<file path="src/rtl/set_readback_if.sv">
// CPU-side bus signals of the settings read responder: cycle qualifiers in, data/acknowledge out.
interface set_readback_if;
  logic        BACT;
  logic        SetCSRD;
  logic        SetCSWR;
  logic [15:0] D;
  logic        DOE;
  logic        Ack;

  modport master (
    output BACT, SetCSRD, SetCSWR,
    input  D, DOE, Ack
  );

  modport slave (
    input  BACT, SetCSRD, SetCSWR,
    output D, DOE, Ack
  );
endinterface

</file>
<file path="src/rtl/set_readback.sv">
// Read-side responder for the settings register: snapshots the settings, inserts wait states, acks.
// Optional dirty-since-last-read flag in D[15] is built only when SET_READBACK_DIRTY_EN is defined.
module set_readback #(
  parameter int         WAIT_CYCLES = 2,
  parameter logic [2:0] VERSION     = 3'd1
) (
  input  logic           CLK,
  input  logic           nPOR,
  set_readback_if.slave  bus,
  input  logic [3:0]     SlowTimeout,
  input  logic           SlowIACK,
  input  logic           SlowVIA,
  input  logic           SlowIWM,
  input  logic           SlowSCC,
  input  logic           SlowSCSI,
  input  logic           SlowSnd,
  input  logic           SlowClockGate
);

  typedef enum logic [1:0] {
    IDLE = 2'd0,
    WAIT = 2'd1,
    ACK  = 2'd2
  } state_t;

  localparam logic [3:0] WAIT_LD = 4'(WAIT_CYCLES);

  state_t      state, state_nx;
  logic [3:0]  cnt, cnt_nx;
  logic        rd_req_p1;
  logic        snap_en;
  logic        rel;
  logic        dirty;
  logic [15:0] d_p2;

  function automatic logic [15:0] pack_word(
    input logic       dty,
    input logic [3:0] tmo,
    input logic [6:0] flg
  );
    return {dty, VERSION, tmo, flg, 1'b0};
  endfunction

  // Request stage: registered bus-cycle qualifier
  always_ff @(posedge CLK or negedge nPOR) begin
    if (!nPOR) begin
      rd_req_p1 <= 1'b0;
    end else begin
      rd_req_p1 <= bus.BACT && bus.SetCSRD;
    end
  end

`ifdef SET_READBACK_DIRTY_EN
  logic wr_req_p1;

  always_ff @(posedge CLK or negedge nPOR) begin
    if (!nPOR) begin
      wr_req_p1 <= 1'b0;
    end else begin
      wr_req_p1 <= bus.BACT && bus.SetCSWR;
    end
  end

  // A write seen on the same edge as the read release keeps the flag set
  always_ff @(posedge CLK or negedge nPOR) begin
    if (!nPOR) begin
      dirty <= 1'b0;
    end else if (wr_req_p1) begin
      dirty <= 1'b1;
    end else if (rel) begin
      dirty <= 1'b0;
    end
  end
`else
  logic unused_wr;

  assign dirty     = 1'b0;
  assign unused_wr = bus.SetCSWR ^ rel;
`endif

  always_ff @(posedge CLK or negedge nPOR) begin
    if (!nPOR) begin
      state <= IDLE;
      cnt   <= 4'd0;
    end else begin
      state <= state_nx;
      cnt   <= cnt_nx;
    end
  end

  // Exits look at the registered request so its trailing cycle cannot restart a read
  always_comb begin
    state_nx = state;
    cnt_nx   = cnt;
    snap_en  = 1'b0;
    rel      = 1'b0;
    case (state)
      IDLE: begin
        if (rd_req_p1) begin
          snap_en  = 1'b1;
          cnt_nx   = WAIT_LD;
          state_nx = (WAIT_LD == 4'd0) ? ACK : WAIT;
        end
      end
      WAIT: begin
        if (!rd_req_p1) begin
          state_nx = IDLE;
        end else if (cnt == 4'd1) begin
          state_nx = ACK;
        end else begin
          cnt_nx = cnt - 4'd1;
        end
      end
      ACK: begin
        if (!rd_req_p1) begin
          state_nx = IDLE;
          rel      = 1'b1;
        end
      end
      default: state_nx = IDLE;
    endcase
  end

  // Snapshot stage: D is frozen for the whole read
  always_ff @(posedge CLK or negedge nPOR) begin
    if (!nPOR) begin
      d_p2 <= 16'h0000;
    end else if (snap_en) begin
      d_p2 <= pack_word(dirty, SlowTimeout,
                        {SlowIACK, SlowVIA, SlowIWM, SlowSCC,
                         SlowSCSI, SlowSnd, SlowClockGate});
    end
  end

  assign bus.D   = d_p2;
  assign bus.DOE = (state == WAIT) || (state == ACK);
  assign bus.Ack = (state == ACK);

endmodule
</file>
<file path="src/flat_wrapper.sv">
// flat-port wrapper written by rule: the top's interface ports become plain ports
module set_readback_flat 
#(
  parameter int         WAIT_CYCLES = 2,
  parameter logic [2:0] VERSION     = 3'd1
)
  (CLK, nPOR, SlowTimeout, SlowIACK, SlowVIA, SlowIWM, SlowSCC, SlowSCSI, SlowSnd, SlowClockGate, bus_BACT, bus_SetCSRD, bus_SetCSWR, bus_D, bus_DOE, bus_Ack);
  set_readback_if bus_i ();
  input  logic CLK;
  input  logic nPOR;
  input  logic [3:0] SlowTimeout;
  input  logic SlowIACK;
  input  logic SlowVIA;
  input  logic SlowIWM;
  input  logic SlowSCC;
  input  logic SlowSCSI;
  input  logic SlowSnd;
  input  logic SlowClockGate;
  input wire logic [$bits(bus_i.BACT)-1:0] bus_BACT;
  input wire logic [$bits(bus_i.SetCSRD)-1:0] bus_SetCSRD;
  input wire logic [$bits(bus_i.SetCSWR)-1:0] bus_SetCSWR;
  output wire logic [$bits(bus_i.D)-1:0] bus_D;
  output wire logic [$bits(bus_i.DOE)-1:0] bus_DOE;
  output wire logic [$bits(bus_i.Ack)-1:0] bus_Ack;
  assign bus_i.BACT = bus_BACT;
  assign bus_i.SetCSRD = bus_SetCSRD;
  assign bus_i.SetCSWR = bus_SetCSWR;
  assign bus_D = bus_i.D;
  assign bus_DOE = bus_i.DOE;
  assign bus_Ack = bus_i.Ack;
  set_readback #(.WAIT_CYCLES(WAIT_CYCLES), .VERSION(VERSION)) u_core (.CLK(CLK), .nPOR(nPOR), .bus(bus_i), .SlowTimeout(SlowTimeout), .SlowIACK(SlowIACK), .SlowVIA(SlowVIA), .SlowIWM(SlowIWM), .SlowSCC(SlowSCC), .SlowSCSI(SlowSCSI), .SlowSnd(SlowSnd), .SlowClockGate(SlowClockGate));
endmodule
</file>
<file path="config.mk">
export PLATFORM = sky130hd
export DESIGN_NAME = set_readback_flat
export DESIGN_NICKNAME = d
export VERILOG_FILES = /design/src/rtl/set_readback_if.sv /design/src/rtl/set_readback.sv /design/src/flat_wrapper.sv
export SDC_FILE = /design/constraint.sdc
export NUM_CORES = 1
export LEC_CHECK = 0
export ABC_AREA = 1
export CAP_MARGIN = 10
export CORE_MARGIN = 5
export CORE_UTILIZATION = 39
export DETAILED_ROUTE_END_ITERATION = 10
export GPL_TIMING_DRIVEN = 0
export PLACE_DENSITY = 0.79
export SYNTH_ARGS = -nofsm -noshare
export SYNTH_HDL_FRONTEND = slang
export SYNTH_SLANG_ARGS = --single-unit
</file>
<file path="constraint.sdc">
create_clock -name CLK -period 1.47 [get_ports CLK]
set_clock_uncertainty 0.1 [all_clocks]
set_input_delay 0.294 -clock CLK [delete_from_list [all_inputs] [get_ports CLK]]
set_output_delay 0.294 -clock CLK [all_outputs]
set_load 0.005 [all_outputs]
</file>
# After elaboration in Yosys (flattened, before gate mapping)
# Cells that the tools add are included.
[totals]
elab_cells = 30
output_inout_bits = 18
regBits = 19
[classes]
eq_ne = 8
reduce_logical = 6
mux = 11
n_addsub = 1
[ops]
columns = ["cell", "n"]
rows = [
  ["4-bit 2-to-1 mux", 3],
  ["2-bit 2-to-1 mux", 4],
  ["4-bit one-hot mux with 2 select lines", 1],
  ["2-bit one-hot mux with 3 select lines", 1],
  ["4-bit by 1-bit == test with 1-bit output, second input constant", 1],
  ["2-bit by 1-bit inequality test with 1-bit output, second input constant", 2],
  ["2-bit inequality test, second input constant", 2],
  ["4-bit AND reduction", 1],
  ["4-bit by 1-bit subtractor with 4-bit output, second input constant", 1],
  ["3-bit inequality test, second input constant", 1],
  ["3-bit AND reduction", 1],
  ["2-bit by 1-bit == test with 1-bit output, second input constant", 1],
  ["2-bit == test, second input constant", 1],
  ["2-bit zero test", 1],
  ["1-bit 2-to-1 mux", 2],
  ["2-bit nonzero test", 1],
  ["1-bit logical AND", 1],
  ["1-bit logical OR", 1],
]

# Logic depth before layout (Yosys ltp)
# Gate-level depths: netlist of the first run.
[depth]
depth_word = 4
ltp_mapped = 8

# Worst setup path after synthesis of the first run
# No wires, ideal clock.
[synth_timing]
path_kind = "reg2reg"
startpoint = "register u_core.state[1]"
endpoint = "register u_core.d_p2[10], in the netlist u_core.bus.D[10]"
t_arrival_ns = 1.175
n_path_buf = 1
slack_ns = 0.070
synth_period_minus_slack_ns = 1.400
stages_incl_launch_ff = 6
setup_time_ns = 0.125
cell_sequence = "dfrtp_1 > inv_1 > ha_1 > nand2_2 > buf_6 > mux2_4"
[synth_via]
elab_chain_len = 2
[synth_lines]
columns = ["item", "line_no", "source"]
rows = [
  ["start: declaration", "set_readback.sv:28", "state_t state, state_nx;"],
  ["start signal: assignment", "set_readback.sv:86", "state <= state_nx;"],
  ["2-bit zero test", "set_readback.sv:97", "case (state)"],
  ["1-bit 2-to-1 mux", "set_readback.sv:97", ""],
  ["end signal: assignment", "set_readback.sv:129", "d_p2 <= pack_word(dirty, SlowTimeout,"],
  ["end: declaration", "set_readback.sv:34", "logic [15:0] d_p2;"],
]
# Every way passes these cells.
# A chain may end at the register's enable or synchronous reset.

# Final worst setup path of the first run
[layout_timing]
startpoint = "register u_core.state[1]"
endpoint = "output port bus_DOE"
[layout_via]
elab_chain_len = 2
elab_cells_between_ends = 3
classes_between = "eq/ne (2); reduce/logical (1)"
[layout_lines]
columns = ["item", "line_no", "source"]
rows = [
  ["2-bit by 1-bit == test with 1-bit output / 2-bit == test (equally long branches)", "set_readback.sv:136", "assign bus.DOE = (state == WAIT) || (state == ACK);"],
  ["1-bit logical OR (*)", "set_readback.sv:136", ""],
  ["end: declaration", "flat_wrapper.sv:23", "output wire logic [$bits(bus_i.DOE)-1:0] bus_DOE;"],
]
# Every way passes the cells marked *; elsewhere a longest branch is shown, timed or not.

==> results.py, run 1 <==
metrics = {
    "worst_setup_path": {
        "criticalPathCategory": "reg -> out",
        "worstPathMaxFanout": 3,
        "reg2reg_depth": 6,
        "rrSetupSlack_ns": -0.03,
        "r2r-start": "u_core.state[1]",
        "arrival_ns": 1.20,
        "start_kind": "register",
        "required_ns": 1.08,
        "critPathCaptureType": "output port",
        "r2r-end": "u_core.bus.D[11]",
    },
    "final_layout": {
        "multiInputGateArea_um2": 448,
        "area_delta_synth_final_pct": 52.1,
        "final_common_cell": "nand2_1",
        "seq_area_um2": 475,
        "num_antenna_cells": 0,
        "final_cell_mix": "21 x nand2_1, 19 x dfrtp_1, 14 x clkdlybuf4s50_1, 12 x buf_4, 12 x dlygate4sd2_1",
        "drive_gt1_frac": 0.290,
        "fill_cells": 207,
        "final_nets": 161,
        "fin_area_um2": 1460,
    },
    "global_routing": {
        "grt_pass1_wl_um": 3150,
        "grt-ovfl-total": 0,
        "track_usage": 0.119,
        "grt_max_degree": 20,
        "grt_pass1_vias": 735,
        "antenna_found_initial": 0,
    },
    "detailed_routing": {
        "wl_per_cell_um": 12.3,
        "wirelength_um": 2060,
        "drt_pass1_iterations": 3,
        "viasPerCell": 4.32,
        "vias": 725,
        "ant_nets": 0,
        "drt_iter0_markers": 8,
        "drc": 0,
    },
    "run_status": {
        "status": "finished with violations",
        "violations": "setup timing",
    },
    "clock_network": {
        "ctsRootBufferMaster": "clkbuf_4",
        "cts.sinks": 19,
        "cts_made_buffers": 3,
        "htree_levels": 1,
        "clkTransAtPathRegs_ns": 0.10,
        "cts_hold_buf": 0,
        "insertion_delay_ns": 0.29,
        "clockBufferDepth": 2,
        "tritoncts": "done",
    },
    "floorplanning": {
        "rows": 18,
        "die_w_um": 59.7,
        "coreArea_um2": 2410,
        "die-area_um2": 3560,
        "fp.dieH_um": 59.7,
        "start_util": 0.399,
        "io_pins": 34,
    },
    "sta": {
        "max_freq_mhz": 628,
        "min_period_ns": 1.59,
        "fin_ws_ns": -0.121,
        "maxSlewViolCount": 0,
        "hold_violations": 0,
        "setup_viol": 10,
        "slew_headroom": 0.447,
        "post-route-period-util": 1.08,
        "worst_slew_pin_slew_ns": 0.827,
        "rsz0062_at_grt": "yes",
    },
    "logic_synthesis": {
        "synth-async-reset-ratio": 1.00,
        "ys_types": 15,
        "synthFlopType": "dfrtp_1",
        "netlist.area_leader.share": 0.494,
        "ys_warn_count": 0,
        "synth_area_leader_cell": "dfrtp_1",
        "syn_area_per_cell_um2": 10.5,
        "synth_area_leaders": "dfrtp_1 49%, mux2_4 14%, nand2_1 8.2%",
        "ys_ff_latch": 19,
        "synth-edff-count": 0,
        "ys_seq_area_frac": 0.494,
        "synthesis.area_um2": 962,
        "postSynthCellCount": 92,
    },
    "worst_hold_path": {
        "hp-class": "in -> async",
    },
    "placement": {
        "port_buffers": 28,
        "preCtsSetupSlack_ns": -0.170,
        "place_hpwl_um": 1490,
        "dpl_cell_area_um2": 1290,
        "gp_congestion": 0.811,
    },
    "power": {
        "p_leak_nw": 0.771,
        "power_density_nw_per_um2": 1870,
        "ir_drop_v": 0.00117,
    },
    "job": {
        "maxCapViolations": 0,
    },
}
## layout make-up
type                    count  share of cell area
flip-flops and latches     19               0.325
clock buffers               4              0.0179
well taps                  30              0.0256
multi-input cells          58               0.306
plain buffers               5              0.0342
inverters                  13              0.0350
repair buffers             39               0.256
## sequential cells by signal, summed over array words and instances (netlist names)
register and cells:
u_core.state 2, u_core.cnt 4, u_core.bus.D 12, u_core.rd_req_p1 1
## worst max path at each step
stage,startpoint,endpoint,depth (start not counted)
finish,u_core.state[1],bus_DOE,4
global route,u_core.state[1],bus_DOE,4
CTS,u_core.state[1],bus_DOE,4
detailed placement,u_core.state[1],bus_DOE,3
global placement,u_core.state[1],bus_DOE,3
floorplan,u_core.state[1],u_core.bus.D[10],5
## synth_stat cells, types with 2 or more instances
cell     count
nor2_1       4
nand3_1      7
ha_1         6
inv_1       13
buf_4        4
mux2_4       9
dfrtp_1     19
nand2_1     21
mux2_2       2
o21ai_0      2
## routing by layer
| layer | wire length (um) | vias up | track usage | share of wire |
|---|---|---|---|---|
| met5 | 0 | - | 0 | 0 |
| met1 | 849 | 335 | 0.134 | 0.41 |
| met4 | 24 | 0 | 0.0443 | 0.012 |
| met3 | 77 | 2 | 0.0324 | 0.037 |
| met2 | 1110 | 15 | 0.211 | 0.54 |
| li1 | - | 373 | - | - |
## cell families after synthesis
kind of cell,Yosys count,share of synthesized area
buffers and inverters,18,0.0936
muxes,11,0.164
DFF,19,0.494
xor gates and xnor gates,1,0.00910
adders and majority gates,6,0.0780
and+or+nand+nor,34,0.147
other,1,0.00390
AOI/OAI and AO/OA,2,0.0104
## metrics by stage
stage                     hold slack (ns)  utilization  power [mW]  setup TNS (ns)  cells
after floorplan                    -0.102            -        1.64               0     95
after global placement              0.347        0.536        2.16          -0.469    153
after detailed placement            0.362        0.536        2.23           -1.11    153
after CTS                           0.382        0.579        2.63          -0.262    164
after global routing                0.389        0.607        2.97          -0.740    168
final                               0.368        0.607        2.74          -0.236    168
## timing repair
item	CTS	global route
endpoints found under the setup margin	25	17
resized for setup	31	6
cloned	0	1
setup buffers	7	3
## report_power, final
group | switching (mW) | total, mW | internal (mW)
combinational | 0.660 | 1.58 | 0.925
sequential | 0.143 | 0.900 | 0.756
clock | 0.153 | 0.259 | 0.106
total | 0.956 | 2.74 | 1.79
## critical path: stages, from the launching register on
cell and delay [ns]:
dfrtp_1 0.42, buf_6 0.13, inv_4 0.06, ha_4 0.19, buf_6 0.11
No activity file was read; power rests on OpenSTA's default activity.
==> inputs of run 2 (changes only) <==
==> constraint.sdc (replaced) <==
create_clock -name CLK -period 1.47 [get_ports CLK]
set_clock_uncertainty 0.1 [all_clocks]
set_input_delay 0.2205 -clock CLK [delete_from_list [all_inputs] [get_ports CLK]]
set_output_delay 0.2205 -clock CLK [all_outputs]
set_load 0.005 [all_outputs]
==> results.py, run 2 (same netlist as run 1, synthesis figures left out) <==
metrics = {
    "global_routing": {
        "track_usage": 0.121,
        "grt_max_degree": 20,
        "grt_pass1_vias": 750,
        "antenna_found_initial": 0,
        "grt_pass1_wl_um": 3210,
        "grt-ovfl-total": 0,
    },
    "detailed_routing": {
        "vias": 720,
        "drt_iter0_markers": 9,
        "wl_per_cell_um": 12.2,
        "wirelength_um": 2030,
        "drc": 0,
        "ant_nets": 0,
        "drt_pass1_iterations": 3,
        "viasPerCell": 4.31,
    },
    "clock_network": {
        "htree_levels": 1,
        "insertion_delay_ns": 0.29,
        "cts_made_buffers": 3,
        "clkTransAtPathRegs_ns": 0.10,
        "ctsRootBufferMaster": "clkbuf_4",
        "cts.sinks": 19,
        "clockBufferDepth": 2,
        "tritoncts": "done",
    },
    "worst_setup_path": {
        "required_ns": 1.15,
        "criticalPathCategory": "reg -> out",
        "crit_buf_inv": 3,
        "arrival_ns": 1.18,
        "r2r-start": "u_core.state[1]",
        "cpMostUsedCell": "buf_6",
        "slowest_delay_ns": 0.41,
        "critPathCaptureType": "output port",
        "worstPathMaxFanout": 3,
        "reg2reg_depth": 6,
        "r2r-end": "u_core.bus.D[11]",
        "rrSetupSlack_ns": -0.02,
        "cp_slowest_cell": "dfrtp_1",
        "crit_chain": "buf_6, inv_4, ha_4, buf_6",
        "start_kind": "register",
        "critPathTopFamily": "flip-flops",
    },
    "run_status": {
        "violations": "setup timing",
        "status": "finished with violations",
    },
    "sta": {
        "maxSlewViolCount": 0,
        "slew_headroom": 0.445,
        "final.setup.tns_ns": -0.0671,
        "fin_ws_ns": -0.0339,
        "worst_slew_pin_slew_ns": 0.829,
        "max_freq_mhz": 665,
        "setup_viol": 5,
        "min_period_ns": 1.50,
        "hold_slack_ns": 0.295,
        "post-route-period-util": 1.02,
        "rsz0062_at_grt": "yes",
        "hold_violations": 0,
    },
    "placement": {
        "place_hpwl_um": 1490,
        "dpl_cell_area_um2": 1290,
        "dp.cells": 153,
        "gp_congestion": 0.811,
        "port_buffers": 28,
    },
    "final_layout": {
        "final_nets": 160,
        "fin_util": 0.602,
        "final_cell_mix": "21 x nand2_1, 19 x dfrtp_1, 14 x clkdlybuf4s50_1, 12 x dlygate4sd2_1",
        "area_delta_synth_final_pct": 50.7,
        "largest_register_ffs": 12,
        "final_common_cell": "nand2_1",
        "fin_cells": 167,
        "drive_gt1_frac": 0.285,
        "num_antenna_cells": 0,
        "fill_cells": 208,
        "seq_area_um2": 475,
        "fin_area_um2": 1450,
        "multiInputGateArea_um2": 448,
    },
    "power": {
        "power_density_nw_per_um2": 1870,
        "ir_drop_v": 0.00116,
        "p_leak_nw": 0.765,
    },
    "floorplanning": {
        "fp.dieH_um": 59.7,
        "io_pins": 34,
        "rows": 18,
        "coreArea_um2": 2410,
        "start_util": 0.399,
        "die-area_um2": 3560,
        "die_w_um": 59.7,
    },
    "job": {
        "maxCapViolations": 0,
    },
    "worst_hold_path": {
        "hp-class": "in -> async",
    },
}
## run 2: cell count changes in the layout (fill, tap and decap cells not counted)
| cell | change |
|---|---|
| buf_2 | +1 |
| buf_4 | -1 |
| buf_6 | -1 |
| o21ai_0 | +1 |
| o21ai_1 | -1 |
## run 2: worst max-delay path by stage
stage	start	to	slack, ns	cells past startpoint
6_report	u_core.state[1]	bus_DOE	-0.03	4
5_1_grt	u_core.state[1]	bus_DOE	-0.08	4
4_1_cts	u_core.state[1]	bus_DOE	-0.04	4
3_5_place_dp	u_core.state[1]	bus_DOE	-0.1	3
3_3_place_gp	u_core.state[1]	bus_DOE	-0.07	3
2_1_floorplan	u_core.state[1]	u_core.bus.D[10]	0.07	5
## run 2: report_power, final
part	internal (mW)	switching [mW]
clock network	0.106	0.150
logic	0.902	0.651
registers	0.756	0.141
## run 2: cell type report
| cell class | count | area share |
|---|---|---|
| multi-input cells | 58 | 0.309 |
| inverters | 13 | 0.0354 |
| repair buffers | 38 | 0.249 |
| well taps | 30 | 0.0259 |
| plain buffers | 5 | 0.0345 |
| flip-flops and latches | 19 | 0.328 |
| clock buffers | 4 | 0.0181 |
## run 2: metrics by stage
| stage | power [mW] | setup WS (ns) |
|---|---|---|
| floorplan | 1.64 | 0.0701 |
| global placement | 2.16 | -0.0733 |
| detailed placement | 2.23 | -0.0967 |
| CTS | 2.62 | -0.0386 |
| global route | 2.94 | -0.0787 |
| finish | 2.71 | -0.0339 |
## run 2: timing repair
item | CTS | global route
endpoints found under the setup margin | 25 | 16
pin swaps | 0 | 0
resized for setup | 31 | 4
hold endpoints to repair | 0 | 0
cloned | 0 | 1
buffers inserted | 7 | 2
hold buffers | 0 | 0
## run 2: per-layer routing
layer,up-vias,global-route usage,wire length (um)
met5,-,0,0
met1,334,0.137,848
met4,0,0.0443,24
met2,15,0.215,1080
met3,2,0.0324,77
li1,369,-,-
